===== config.mk =====
export PLATFORM = sky130hd
export DESIGN_NAME = phold_core_sched
export DESIGN_NICKNAME = d
export VERILOG_FILES = /design/src/rtl/phold_pkg.sv /design/src/rtl/phold_core_sched_rr_arb.sv /design/src/rtl/phold_core_sched.sv
export SDC_FILE = /design/constraint.sdc
export NUM_CORES = 1
export LEC_CHECK = 0
export CAP_MARGIN = 15
export CORE_UTILIZATION = 57
export DETAILED_ROUTE_END_ITERATION = 16
export PLACE_DENSITY = 0.92
export SLEW_MARGIN = 5
export SYNTH_ARGS = -nofsm -noshare
export SYNTH_HDL_FRONTEND = slang
export SYNTH_HIERARCHICAL = 1
export SYNTH_SLANG_ARGS = --single-unit

===== constraint.sdc =====
create_clock -name clk -period 10.5 [get_ports clk]
set_input_delay 2.1 -clock clk [delete_from_list [all_inputs] [get_ports clk]]
set_output_delay 2.1 -clock clk [all_outputs]
set_load 0.1 [all_outputs]

===== src/rtl/phold_pkg.sv =====
// Shared types and helpers for the PHOLD core scheduler.
// Holds the timestamp width, per-core state encoding and a timestamp minimum.
package phold_pkg;

  localparam int TW = 16;

  typedef enum logic [1:0] {
    ST_IDLE = 2'd0,
    ST_BUSY = 2'd1,
    ST_HELD = 2'd2
  } core_st_e;

  function automatic logic [TW-1:0] ts_min(
    input logic [TW-1:0] a,
    input logic [TW-1:0] b
  );
    return (a < b) ? a : b;
  endfunction

endpackage


===== src/rtl/phold_core_sched_rr_arb.sv =====
// Combinational round-robin arbiter: first request at or after ptr wins.
// Ports: req/ptr in; one-hot gnt, winner idx and any-request flag out.
module phold_rr_arb #(
  parameter int N  = 4,
  parameter int NB = 2
) (
  input  logic [N-1:0]  req,
  input  logic [NB-1:0] ptr,
  output logic [N-1:0]  gnt,
  output logic [NB-1:0] idx,
  output logic          any
);

  int j;

  always_comb begin
    gnt = '0;
    idx = '0;
    any = 1'b0;
    j   = 0;
    for (int i = 0; i < N; i++) begin
      j = int'(ptr) + i;
      if (j >= N) j = j - N;
      if (!any && req[j]) begin
        any    = 1'b1;
        gnt[j] = 1'b1;
        idx    = NB'(j);
      end
    end
  end

endmodule


===== src/rtl/phold_core_sched.sv =====
// Scheduler between the event queue and NCORE PHOLD workers: dispatch,
// result capture, round-robin output and registered GVT broadcast.
// Ports: in_* event input handshake; core_event_* one-cycle dispatch to
// the lowest idle core; core_global_time GVT; core_new_* per-core results
// (edge detected); out_* round-robin result stream with originating core.
// Optional macro PHOLD_SCHED_STATS_EN adds stat_dispatched, stat_completed
// and stat_stall saturating 32-bit counters.
module phold_core_sched #(
  parameter int NCORE = 4,
  parameter int NCB   = 2,
  parameter int NIDB  = 3,
  parameter int TW    = 16
) (
  input  logic                  clk,
  input  logic                  rst_n,
  input  logic                  in_valid,
  output logic                  in_ready,
  input  logic [NIDB-1:0]       in_id,
  input  logic [TW-1:0]         in_time,
  output logic [NCORE-1:0]      core_event_valid,
  output logic [NIDB-1:0]       core_event_id,
  output logic [TW-1:0]         core_event_time,
  output logic [TW-1:0]         core_global_time,
  input  logic [NCORE-1:0]      core_new_ready,
  input  logic [NCORE*TW-1:0]   core_new_time,
  input  logic [NCORE*NIDB-1:0] core_new_target,
  output logic                  out_valid,
  input  logic                  out_ready,
  output logic [TW-1:0]         out_time,
  output logic [NIDB-1:0]       out_target,
  output logic [NCB-1:0]        out_core
`ifdef PHOLD_SCHED_STATS_EN
  ,
  output logic [31:0]           stat_dispatched,
  output logic [31:0]           stat_completed,
  output logic [31:0]           stat_stall
`endif
);

  import phold_pkg::*;

  localparam logic [NCORE-1:0] ONE = {{(NCORE-1){1'b0}}, 1'b1};

  core_st_e st_q [NCORE];
  core_st_e st_d [NCORE];

  logic [NCORE-1:0][TW-1:0]   evt_q, evt_d;
  logic [NCORE-1:0][TW-1:0]   rest_q, rest_d;
  logic [NCORE-1:0][NIDB-1:0] resg_q, resg_d;
  logic [NCORE-1:0]           nr_prev_q;

  logic [NCORE-1:0] cev_valid_q, cev_valid_d;
  logic [NIDB-1:0]  cev_id_q, cev_id_d;
  logic [TW-1:0]    cev_time_q, cev_time_d;

  logic             out_valid_q, out_valid_d;
  logic [TW-1:0]    out_time_q, out_time_d;
  logic [NIDB-1:0]  out_target_q, out_target_d;
  logic [NCB-1:0]   out_core_q, out_core_d;
  logic [NCB-1:0]   rr_q, rr_d;
  logic [TW-1:0]    gvt_q, gvt_d;

  logic [NCORE-1:0] idle, busy, held;
  logic [NCORE-1:0] disp_oh, rise, cur_oh, rel, req;
  logic [NCORE-1:0] arb_gnt;
  logic [NCB-1:0]   arb_idx;
  logic             arb_any;
  logic             in_fire, hs, load;
  logic             gvt_have;
  logic [TW-1:0]    gvt_mn;

  // Per-core state decode (output process of the per-core FSMs)
  always_comb begin
    idle = '0;
    busy = '0;
    held = '0;
    for (int k = 0; k < NCORE; k++) begin
      idle[k] = (st_q[k] == ST_IDLE);
      busy[k] = (st_q[k] == ST_BUSY);
      held[k] = (st_q[k] == ST_HELD);
    end
  end

  assign in_ready = |idle;
  assign in_fire  = in_valid & in_ready;
  // Lowest set bit of idle
  assign disp_oh  = idle & (~idle + ONE);
  assign rise     = core_new_ready & ~nr_prev_q & busy;

  assign hs     = out_valid_q & out_ready;
  assign load   = ~out_valid_q | out_ready;
  assign cur_oh = out_valid_q ? (ONE << out_core_q) : '0;
  assign rel    = hs ? cur_oh : '0;
  // The core already sitting in the output register must not win again
  assign req    = held & ~cur_oh;

  phold_rr_arb #(
    .N  (NCORE),
    .NB (NCB)
  ) u_arb (
    .req (req),
    .ptr (rr_q),
    .gnt (arb_gnt),
    .idx (arb_idx),
    .any (arb_any)
  );

  // Next-state process
  always_comb begin
    st_d = st_q;
    for (int k = 0; k < NCORE; k++) begin
      unique case (st_q[k])
        ST_IDLE: if (in_fire && disp_oh[k]) st_d[k] = ST_BUSY;
        ST_BUSY: if (rise[k])               st_d[k] = ST_HELD;
        ST_HELD: if (rel[k])                st_d[k] = ST_IDLE;
        default:                            st_d[k] = ST_IDLE;
      endcase
    end
  end

  // Datapath
  always_comb begin
    evt_d  = evt_q;
    rest_d = rest_q;
    resg_d = resg_q;
    for (int k = 0; k < NCORE; k++) begin
      if (in_fire && disp_oh[k]) evt_d[k] = in_time;
      if (rise[k]) begin
        rest_d[k] = core_new_time[k*TW +: TW];
        resg_d[k] = core_new_target[k*NIDB +: NIDB];
      end
    end

    cev_valid_d = in_fire ? disp_oh : '0;
    cev_id_d    = in_fire ? in_id : cev_id_q;
    cev_time_d  = in_fire ? in_time : cev_time_q;

    out_valid_d  = out_valid_q;
    out_time_d   = out_time_q;
    out_target_d = out_target_q;
    out_core_d   = out_core_q;
    rr_d         = rr_q;
    if (load) begin
      out_valid_d = arb_any;
      if (arb_any) begin
        out_time_d   = '0;
        out_target_d = '0;
        for (int k = 0; k < NCORE; k++) begin
          if (arb_gnt[k]) begin
            out_time_d   = rest_q[k];
            out_target_d = resg_q[k];
          end
        end
        out_core_d = arb_idx;
        rr_d = (arb_idx == NCB'(NCORE-1)) ? '0 : arb_idx + NCB'(1);
      end
    end
  end

  // GVT: min over outstanding work, held when nothing is outstanding
  always_comb begin
    gvt_have = 1'b0;
    gvt_mn   = '1;
    for (int k = 0; k < NCORE; k++) begin
      if (busy[k]) begin
        gvt_mn   = ts_min(gvt_mn, evt_q[k]);
        gvt_have = 1'b1;
      end else if (held[k]) begin
        gvt_mn   = ts_min(gvt_mn, rest_q[k]);
        gvt_have = 1'b1;
      end
    end
    gvt_d = gvt_have ? gvt_mn : gvt_q;
  end

  // State register
  always_ff @(posedge clk or negedge rst_n) begin
    if (!rst_n) begin
      for (int k = 0; k < NCORE; k++) st_q[k] <= ST_IDLE;
      evt_q        <= '0;
      rest_q       <= '0;
      resg_q       <= '0;
      nr_prev_q    <= '0;
      cev_valid_q  <= '0;
      cev_id_q     <= '0;
      cev_time_q   <= '0;
      out_valid_q  <= 1'b0;
      out_time_q   <= '0;
      out_target_q <= '0;
      out_core_q   <= '0;
      rr_q         <= '0;
      gvt_q        <= '0;
    end else begin
      st_q         <= st_d;
      evt_q        <= evt_d;
      rest_q       <= rest_d;
      resg_q       <= resg_d;
      nr_prev_q    <= core_new_ready;
      cev_valid_q  <= cev_valid_d;
      cev_id_q     <= cev_id_d;
      cev_time_q   <= cev_time_d;
      out_valid_q  <= out_valid_d;
      out_time_q   <= out_time_d;
      out_target_q <= out_target_d;
      out_core_q   <= out_core_d;
      rr_q         <= rr_d;
      gvt_q        <= gvt_d;
    end
  end

  assign core_event_valid = cev_valid_q;
  assign core_event_id    = cev_id_q;
  assign core_event_time  = cev_time_q;
  assign core_global_time = gvt_q;
  assign out_valid        = out_valid_q;
  assign out_time         = out_time_q;
  assign out_target       = out_target_q;
  assign out_core         = out_core_q;

`ifdef PHOLD_SCHED_STATS_EN
  logic [31:0] stat_dispatched_q, stat_dispatched_d;
  logic [31:0] stat_completed_q, stat_completed_d;
  logic [31:0] stat_stall_q, stat_stall_d;

  always_comb begin
    stat_dispatched_d = stat_dispatched_q;
    stat_completed_d  = stat_completed_q;
    stat_stall_d      = stat_stall_q;
    if (in_fire && (stat_dispatched_q != '1))
      stat_dispatched_d = stat_dispatched_q + 32'd1;
    if (hs && (stat_completed_q != '1))
      stat_completed_d = stat_completed_q + 32'd1;
    if (in_valid && !in_ready && (stat_stall_q != '1))
      stat_stall_d = stat_stall_q + 32'd1;
  end

  always_ff @(posedge clk or negedge rst_n) begin
    if (!rst_n) begin
      stat_dispatched_q <= '0;
      stat_completed_q  <= '0;
      stat_stall_q      <= '0;
    end else begin
      stat_dispatched_q <= stat_dispatched_d;
      stat_completed_q  <= stat_completed_d;
      stat_stall_q      <= stat_stall_d;
    end
  end

  assign stat_dispatched = stat_dispatched_q;
  assign stat_completed  = stat_completed_q;
  assign stat_stall      = stat_stall_q;
`endif

endmodule


==> Word level (Yosys, flattened, before mapping) <==
Index checks and enable logic that the tools add are counted.
{ "op_classes": {"addsub": 9, "n_lt_le_gt_ge": 20, "n_eq_ne": 21, "n_shift": 1, "n_mux": 88, "n_bitwise": 14, "n_reduce_logical": 24} }
{ "op_table": {"columns": ["op", "n"], "rows": [
  ["16-bit two-way mux", 20],
  ["32-bit by 1-bit greater-or-equal comparator with 1-bit output, second input constant", 4],
  ["32-bit by 4-bit < comparator with 1-bit output, second input constant", 4],
  ["32-bit two-way mux", 4],
  ["32-bit by 4-bit greater-or-equal comparator with 1-bit output, second input constant", 3],
  ["16-bit < comparator", 6],
  ["32-bit by 4-bit subtractor with 32-bit output, second input constant", 3],
  ["2-bit two-way mux", 17],
  ["16-bit < comparator, first input constant", 2],
  ["4-bit two-way mux", 7],
  ["1-bit two-way mux", 24],
  ["2-bit by 1-bit inequality test with 1-bit output, second input constant", 12],
  ["2-bit case mux with 3 select lines", 4],
  ["4-bit AND", 4],
  ["3-bit two-way mux", 4],
  ["4-bit inverter", 3],
  ["4-bit bitwise OR", 3],
  ["3-bit AND reduction", 4],
  ["1-bit logical AND", 11],
  ["2-bit == test, second input constant", 5],
  ["1-bit binary-select mux with 2-bit select", 4],
  ["1-bit demux with 2-bit select", 4],
  ["2-bit by 1-bit == test with 1-bit output, second input constant", 4],
  ["2-bit logical NOT", 4],
  ["13 further kinds", 17]
]} }
{ "word_totals": {"register_bits": 215, "inputBits": 103, "wordCells": 203} }

==> Logic depth before layout (Yosys ltp) <==
Gate-level depths: netlist of run 1.
{ "depth": {"depth_word": 21, "ltp_mapped": 40, "depth_no_buf": 34} }

==> By module <==
Netlist of run 1, hierarchy kept.
{ "modules_own_cells": {"columns": ["module", "n_inst", "cells_per_inst", "area_each_um2"], "rows": [
  ["phold_core_sched", 1, 1388, 12756.0],
  ["phold_rr_arb", 1, 48, 460.4]
]} }

==> Worst setup path after synthesis of run 1 <==
No wires, ideal clock.
{ "synth_timing": {"kind": "reg-to-reg", "start": "register st_q[7] (netlist name)", "end": "register gvt_q[13], in the netlist core_global_time[13]", "setup_ns": 0.126, "arrival_ns": 7.704, "slack_ns": 2.670, "stages_incl_launch_ff": 37, "path_buffers": 5, "period_less_slack_ns": 7.830, "cell_sequence": "dfrtp_1 -> inv_1 -> ha_1 -> buf_6 -> nand2b_1 -> clkbuf_1 -> nor2_1 -> a21oi_1 -> ha_1 -> nand4_1 -> or2_2 -> a311oi_2 -> nor3_2 -> clkbuf_1 -> or3_1 -> a31oi_1 -> ha_1 -> a21oi_1 -> o21ai_0 -> a221oi_1 -> nand3_1 -> o31ai_4 -> buf_4 -> o22ai_1 -> nor2_1 -> ha_1 -> a21o_1 -> a21o_1 -> a21o_1 -> a21o_1 -> a21oi_1 -> o21ai_0 -> nor4_1 -> a21oi_4 -> buf_2 -> a22o_1 -> o32a_1"} }
{ "synth_between": {"elab_chain_len": 15, "elab_cells_between_ends": 30, "cone_classes": "order compare: 6; eq/ne: 2; mux: 22"} }
{ "synth_lines": {"columns": ["item", "line", "source"], "rows": [
  ["from (decl)", "phold_core_sched.sv:44", "core_st_e st_q [NCORE];"],
  ["from (signal assigned)", "phold_core_sched.sv:194", "st_q <= st_d;"],
  ["2-bit == test", "phold_core_sched.sv:80", "held[k] = (st_q[k] == ST_HELD);"],
  ["16-bit two-way mux", "phold_core_sched.sv:168", "end else if (held[k]) begin"],
  ["16-bit two-way mux", "phold_core_sched.sv:165", "if (busy[k]) begin"],
  ["16-bit < comparator", "phold_pkg.sv:17", "return (a < b) ? a : b;"],
  ["16-bit two-way mux", "phold_pkg.sv:17", null],
  ["16-bit two-way mux", "phold_core_sched.sv:168", null],
  ["16-bit two-way mux", "phold_core_sched.sv:165", null],
  ["16-bit < comparator", "phold_pkg.sv:17", null],
  ["16-bit two-way mux", "phold_pkg.sv:17", null],
  ["16-bit two-way mux", "phold_core_sched.sv:168", null],
  ["16-bit two-way mux", "phold_core_sched.sv:165", null],
  ["16-bit < comparator", "phold_pkg.sv:17", null],
  ["16-bit two-way mux", "phold_pkg.sv:17", null],
  ["16-bit two-way mux", "phold_core_sched.sv:168", null],
  ["16-bit two-way mux", "phold_core_sched.sv:165", null],
  ["to (signal assigned)", "phold_core_sched.sv:207", "gvt_q <= gvt_d;"],
  ["to (decl)", "phold_core_sched.sv:61", "logic [TW-1:0] gvt_q, gvt_d;"]
]} }
Parallel ways exist; a longest one is shown, timed or not.
A chain may end at the register's enable or synchronous reset.

==> Worst setup path after layout of run 1 <==
{ "layout_timing": {"start": "register st_q[7] (netlist name)", "end": "register gvt_q[12], in the netlist core_global_time[12]"} }
Same word-level chain as after synthesis.

==> flow_summary.json, run 1 <==
{
  "grt_max_degree": 78,
  "synth_area_um2": 13200,
  "worst_hold_path_type": "reg -> reg",
  "clock_latency_ns": 0.53,
  "hold_viol": 0,
  "clkTransAtPathRegs_ns": 0.07,
  "drt_iter0_drc": 1091,
  "worstMarginPinSlew_ns": 1.17,
  "grtUsageTotal_pct": 39.0,
  "viasPerCell": 6.47,
  "finalSetupTns_ns": 0,
  "synth_edf_count": 0,
  "io_pins": 165,
  "cts_root_buf": "clkbuf_16",
  "r2r-end": "core_global_time[12]$_DFFE_PN0P_",
  "cts_tree": "yes",
  "post_cts_buffers": 0,
  "htreeDepth": 1,
  "met2_usage_pct": 63.1,
  "setup_viol": 0,
  "async_flop_share_pct": 100,
  "ys_types": 75,
  "relSlewSlack_pct": 19.9,
  "dr.pass1.iters": 7,
  "worstRegToRegCells": 32,
  "hpwlAfterDp_um": 34900,
  "hold_end": "core_global_time[7]$_DFFE_PN0P_",
  "holdCritStartpoint": "core_global_time[7]$_DFFE_PN0P_",
  "n_antenna_cell": 0,
  "cts_resized": 0,
  "grt_pass1_wl_um": 69900,
  "seq_area_frac_synth_pct": 40.7,
  "gp_congestion": 0.999,
  "synthToLayoutAreaGrowth_pct": 20.1,
  "finalCriticalPeriod_ns": 9.74,
  "ys.flop_type": "dfrtp_1",
  "synthCells": 1436,
  "num_vias": 12100,
  "slew_viol_final": 0,
  "use_met3_pct": 6.14,
  "drt_wl_total_um": 45800,
  "cap_viol_max_count": 0,
  "holdPathStages": 2,
  "numPortBuffers": 164,
  "critPathMaxStageDelay_ns": 0.63,
  "worstPathMaxFanout": 19,
  "reg2reg_slack_ns": 0.76,
  "cpMostUsedCell": "ha_1",
  "design.core.area_um2": 22700,
  "crit_type": "reg -> reg",
  "rows": 55,
  "die_w_um": 154,
  "max_freq_mhz": 103,
  "yosysWarningCount": 6,
  "synthesis.nets": 1641,
  "overflow": 0,
  "ant_nets": 0,
  "rsz0062_at_grt": "no",
  "cts_sinks": 215,
  "cts_buffers": 24,
  "fin_worst_skew_ns": 0.0132,
  "antenna_found_initial": 0,
  "endpoint_kind": "flop",
  "r2r-start": "st_q[7]$_DFFE_PN0P_",
  "post_synth.cell_area_avg_um2": 9.20,
  "grt_pass1_vias": 12000,
  "initial_utilization_pct": 58.2,
  "die_area_um2": 23800,
  "arrival_ns": 10.19,
  "timing.final.crit_share_pct": 92.8,
  "layout.nets": 1776,
  "clockBufferDepth": 3,
  "synth_seq_cells": 215,
  "crit_path_top_delay_cell": "o21ai_0",
  "layout-drive-gt1-share_pct": 9.58,
  "chipHeight_um": 154,
  "grt_busiest_layer": "met2",
  "critPathRequiredTime_ns": 10.95,
  "drc_errors": 0,
  "worstSetupStartpointType": "flop",
  "wire_per_inst_um": 24.5,
  "hold_buffers": 0,
  "grt_util_met1_pct": 48.8,
  "status": "finished clean"
}
[routing by layer]
| metal | routed length, um | share of wire (%) |
|---|---|---|
| met5 | 0 | 0 |
| met4 | 3410 | 7.4 |
| met3 | 3610 | 7.9 |
| met2 | 21400 | 47 |
| met1 | 17400 | 38 |
[registers in the layout (all words and copies together), names as in the netlist]
| register | cells |
|---|---|
| core_event_time | 16 |
| out_valid | 1 |
| core_event_id | 3 |
| out_target | 3 |
| out_time | 16 |
| nr_prev_q | 4 |
| core_global_time | 16 |
| rr_q | 2 |
| core_event_valid | 4 |
| rest_q | 64 |
| evt_q | 64 |
| resg_q | 12 |
| out_core | 2 |
| st_q | 8 |
[cell usage in the layout, fill, tap and decap left out, drive strengths merged, types with 12 or more instances in the layout]
| cell | n |
|---|---|
| nand2b | 12 |
| o21ai | 146 |
| clkbuf | 29 |
| a21o | 26 |
| nor4b | 14 |
| or3 | 13 |
| clkdlybuf4s50 | 163 |
| mux2i | 15 |
| a21oi | 77 |
| nand2 | 157 |
| and2 | 20 |
| dfrtp | 215 |
| mux2 | 58 |
| a22oi | 13 |
| a22o | 12 |
| o22ai | 13 |
| ha | 102 |
| inv | 136 |
| o32a | 12 |
| buf | 24 |
| nor2b | 25 |
| a31oi | 17 |
| a211oi | 83 |
| nor2 | 84 |
[logic make-up after synthesis]
logic type	Yosys count	synth area share [%]
AO/OA/AOI/OAI	454	22.5
AND/OR/NAND/NOR	375	13.9
multiplexers	77	6.84
flip-flops	215	40.7
buffers and inverters	213	6.41
adder cells (fa/ha/maj)	102	9.66
[layout make-up]
type,instances,area (um^2)
multi-input combinational,1008,7020
sequential,215,5380
fill,1667,6840
clock buffer,29,681
timing repair buffer,187,1820
clock inverter,13,114
inverter,135,507
tap,285,357
[metrics by stage]
stage	hold slack, ns	cells	instance area [um^2]	utilization, %	worst slack (ns)
2_1_floorplan	0.472	1436	13200	-	2.67
3_3_place_gp	0.475	1830	15100	66.4	1.10
3_5_place_dp	0.484	1830	15100	66.4	0.782
4_1_cts	0.500	1872	15900	69.9	0.747
5_1_grt	0.522	1872	15900	69.9	0.169
6_report	0.499	1872	15900	69.9	0.760
[worst max path at each step]
stage	startpoint	end	slack, ns	depth (start not counted)
floorplan	st_q[7]$_DFFE_PN0P_	core_global_time[13]$_DFFE_PN0P_	2.67	36
global placement	st_q[7]$_DFFE_PN0P_	core_global_time[12]$_DFFE_PN0P_	1.10	31
detailed placement	st_q[7]$_DFFE_PN0P_	core_global_time[12]$_DFFE_PN0P_	0.78	32
CTS	st_q[7]$_DFFE_PN0P_	core_global_time[12]$_DFFE_PN0P_	0.75	32
global route	st_q[7]$_DFFE_PN0P_	core_global_time[12]$_DFFE_PN0P_	0.17	33
finish	st_q[7]$_DFFE_PN0P_	core_global_time[12]$_DFFE_PN0P_	0.76	32
[cell usage after synthesis (15+ instances only)]
library cell	n	area share [%]
mux2i_1	15	1.1
nor2_1	84	2.4
a211oi_1	82	4.7
a31oi_1	17	0.80
clkbuf_1	64	1.8
o21ai_0	144	5.5
a21o_1	26	1.5
inv_1	135	3.8
ha_1	102	9.7
a21oi_1	75	2.8
nor2b_1	25	1.2
and2_1	19	0.90
dfrtp_1	215	41
nand2_1	157	4.5
mux2_2	58	4.9
[worst max-delay path: cells and delay by family, from the launching register on]
family / cells / cell delay, ns
AOI/OAI and AO/OA: 15 / 4.30
and+or+nand+nor: 8 / 2.16
adders and majority gates: 4 / 1.31
buffers and inverters: 4 / 1.02
muxes: 1 / 0.45
DFF: 1 / 0.39
Power of run 1 is left out: the tool's default activity adds up to more than one toggle a clock period on the data nets, which glitch-free logic cannot reach.
==> inputs of run 2 (changes only) <==
--- a/config.mk
+++ b/config.mk
@@ -9,7 +9,6 @@
 export CORE_UTILIZATION = 57
 export DETAILED_ROUTE_END_ITERATION = 16
 export PLACE_DENSITY = 0.92
-export SLEW_MARGIN = 5
 export SYNTH_ARGS = -nofsm -noshare
 export SYNTH_HDL_FRONTEND = slang
 export SYNTH_HIERARCHICAL = 1
==> results of run 2 <==
Final layout, timing and power as in run 1 (identical DEF).
Power of run 2 is left out for the same reason.
==> inputs of run 3 (changes only) <==
--- a/config.mk
+++ b/config.mk
@@ -9,6 +9,7 @@
 export CORE_UTILIZATION = 57
 export DETAILED_ROUTE_END_ITERATION = 16
 export PLACE_DENSITY = 0.92
+export RECOVER_POWER = 50
 export SYNTH_ARGS = -nofsm -noshare
 export SYNTH_HDL_FRONTEND = slang
 export SYNTH_HIERARCHICAL = 1
==> constraint.sdc (replaced) <==
create_clock -name clk -period 9 [get_ports clk]
set_input_delay 1.8 -clock clk [delete_from_list [all_inputs] [get_ports clk]]
set_output_delay 1.8 -clock clk [all_outputs]
set_load 0.1 [all_outputs]
==> run 3 against run 2 <==
Effect of this change: the flow now finishes with violations (capacitance limit, slew limit); core utilization is 2.1 points higher; design area grew 3.0%; die area unchanged; worst setup slack worse by 0.52 ns; register-to-register slack worse by 0.52 ns; cell count rose by 2.9%; clock skew rose by 0.017 ns; worst hold slack gained 0.0079 ns; largest cell class unchanged.
==> flow_summary.json, run 3 (same netlist as run 1, synthesis figures left out) <==
{
  "status": "finished with violations",
  "violations": "capacitance limit, slew limit",
  "setup_viol": 0,
  "drt_wl_total_um": 46000,
  "clockBufferDepth": 3,
  "n_antenna_cell": 0,
  "io_pins": 165,
  "layout.nets": 1829,
  "grt_pass1_wl_um": 69300,
  "cts_root_buf": "clkbuf_16",
  "antenna_found_initial": 0,
  "crit_family": "compound AO/OA/AOI/OAI gates",
  "wire_per_inst_um": 23.8,
  "fin_worst_skew_ns": 0.0301,
  "final_cell_mix": "dfrtp_1, clkdlybuf4s50_1, nand2_1, o21ai_0, inv_1",
  "r2r-start": "st_q[6]$_DFFE_PN0P_",
  "worstSetupStartpointType": "flop",
  "reg2reg_slack_ns": 0.24,
  "cts_buffers": 24,
  "cp.depth": 37,
  "holdWs_ns": 0.507,
  "chipHeight_um": 154,
  "grt_max_degree": 75,
  "worstMarginPinSlew_ns": 4.04,
  "synthToLayoutAreaGrowth_pct": 23.7,
  "finalCriticalPeriod_ns": 8.76,
  "worstRegToRegCells": 37,
  "clkTransAtPathRegs_ns": 0.08,
  "htreeDepth": 1,
  "top_regs": "evt_q x64, rest_q x64",
  "numPortBuffers": 164,
  "grt_pass1_vias": 12000,
  "cp-startpoint": "st_q[6]$_DFFE_PN0P_",
  "grtUsageTotal_pct": 38.6,
  "max_freq_mhz": 114,
  "cts_tree": "yes",
  "n_fill_cell": 1641,
  "post-route-util_pct": 72.0,
  "cap_viol_max_count": 3,
  "hpwlAfterDp_um": 34900,
  "clock_latency_ns": 0.55,
  "slew_viol_final": 220,
  "worst_slack_ns": 0.242,
  "layout-drive-gt1-share_pct": 12.6,
  "timing.final.crit_share_pct": 97.3,
  "design.core.area_um2": 22700,
  "critPathMaxStageDelay_ns": 0.64,
  "dr.pass1.iters": 5,
  "drc_errors": 0,
  "worst_hold_path_type": "reg -> reg",
  "drt_iter0_drc": 1269,
  "num_vias": 12200,
  "endpoint_kind": "flop",
  "relSlewSlack_pct": -169,
  "ant_nets": 0,
  "gp_congestion": 1.05,
  "hold_viol": 0,
  "holdPathStages": 1,
  "r2r-end": "core_global_time[6]$_DFFE_PN0P_",
  "holdCritStartpoint": "core_global_time[5]$_DFFE_PN0P_",
  "dpl_worst_slack_ns": 0.00802,
  "worstPathMaxFanout": 21,
  "critPathRequiredTime_ns": 9.47,
  "crit_buf_inv": 8,
  "initial_utilization_pct": 58.2,
  "die_area_um2": 23800,
  "overflow": 0,
  "hold_end": "core_global_time[5]$_DFFE_PN0P_",
  "crit_type": "reg -> reg",
  "arrival_ns": 9.23,
  "final_common_cell": "dfrtp_1",
  "crit_path_top_delay_cell": "a31oi_1",
  "viasPerCell": 6.34,
  "rows": 55,
  "hold_buffers": 0,
  "cts_sinks": 215,
  "die_w_um": 154
}
==> run 3: repair_timing <==
item / CTS / global route
gates cloned: 0 / 1
endpoints found under the setup margin: 4 / 16
resized for setup: 2 / 8
buffers inserted: 0 / 0
pin swaps: 0 / 1
==> run 3: how the worst max path moves through the flow <==
stage	to
floorplan	core_global_time[13]$_DFFE_PN0P_
finish	core_global_time[6]$_DFFE_PN0P_
global placement	core_global_time[5]$_DFFE_PN0P_
CTS	core_global_time[5]$_DFFE_PN0P_
detailed placement	core_global_time[6]$_DFFE_PN0P_
global route	core_global_time[5]$_DFFE_PN0P_
==> run 3: area by class of cell <==
cell class                      instances  area, um^2  share of cell area [%]
Multi-Input combinational cell       1009        7050                    43.1
Tap cell                              285         357                    2.18
Sequential cell                       215        5380                    32.9
Timing Repair Buffer                  239        2200                    13.4
Clock buffer                           33         704                    4.31
Clock inverter                         11         153                   0.934
Inverter                              135         507                    3.10
==> run 3: layer usage <==
| metal | up-vias | part of all wire, % | wire [um] | GRT usage (%) |
|---|---|---|---|---|
| li1 | 5523 | - | - | - |
| met2 | 630 | 47 | 21700 | 63.7 |
| met5 | - | 0 | 0 | 0 |
| met1 | 5891 | 39 | 18000 | 49.0 |
| met4 | 0 | 6.6 | 3050 | 22.6 |
| met3 | 179 | 6.8 | 3130 | 5.18 |
==> run 3: stage by stage <==
stage	cells	TNS (ns)	area [um^2]
3_3_place_gp	1882	0	15500
2_1_floorplan	1436	0	13200
6_report	1927	0	16400
5_1_grt	1927	-0.198	16400
3_5_place_dp	1882	0	15500
4_1_cts	1926	0	16300
Power of run 3 is left out for the same reason.
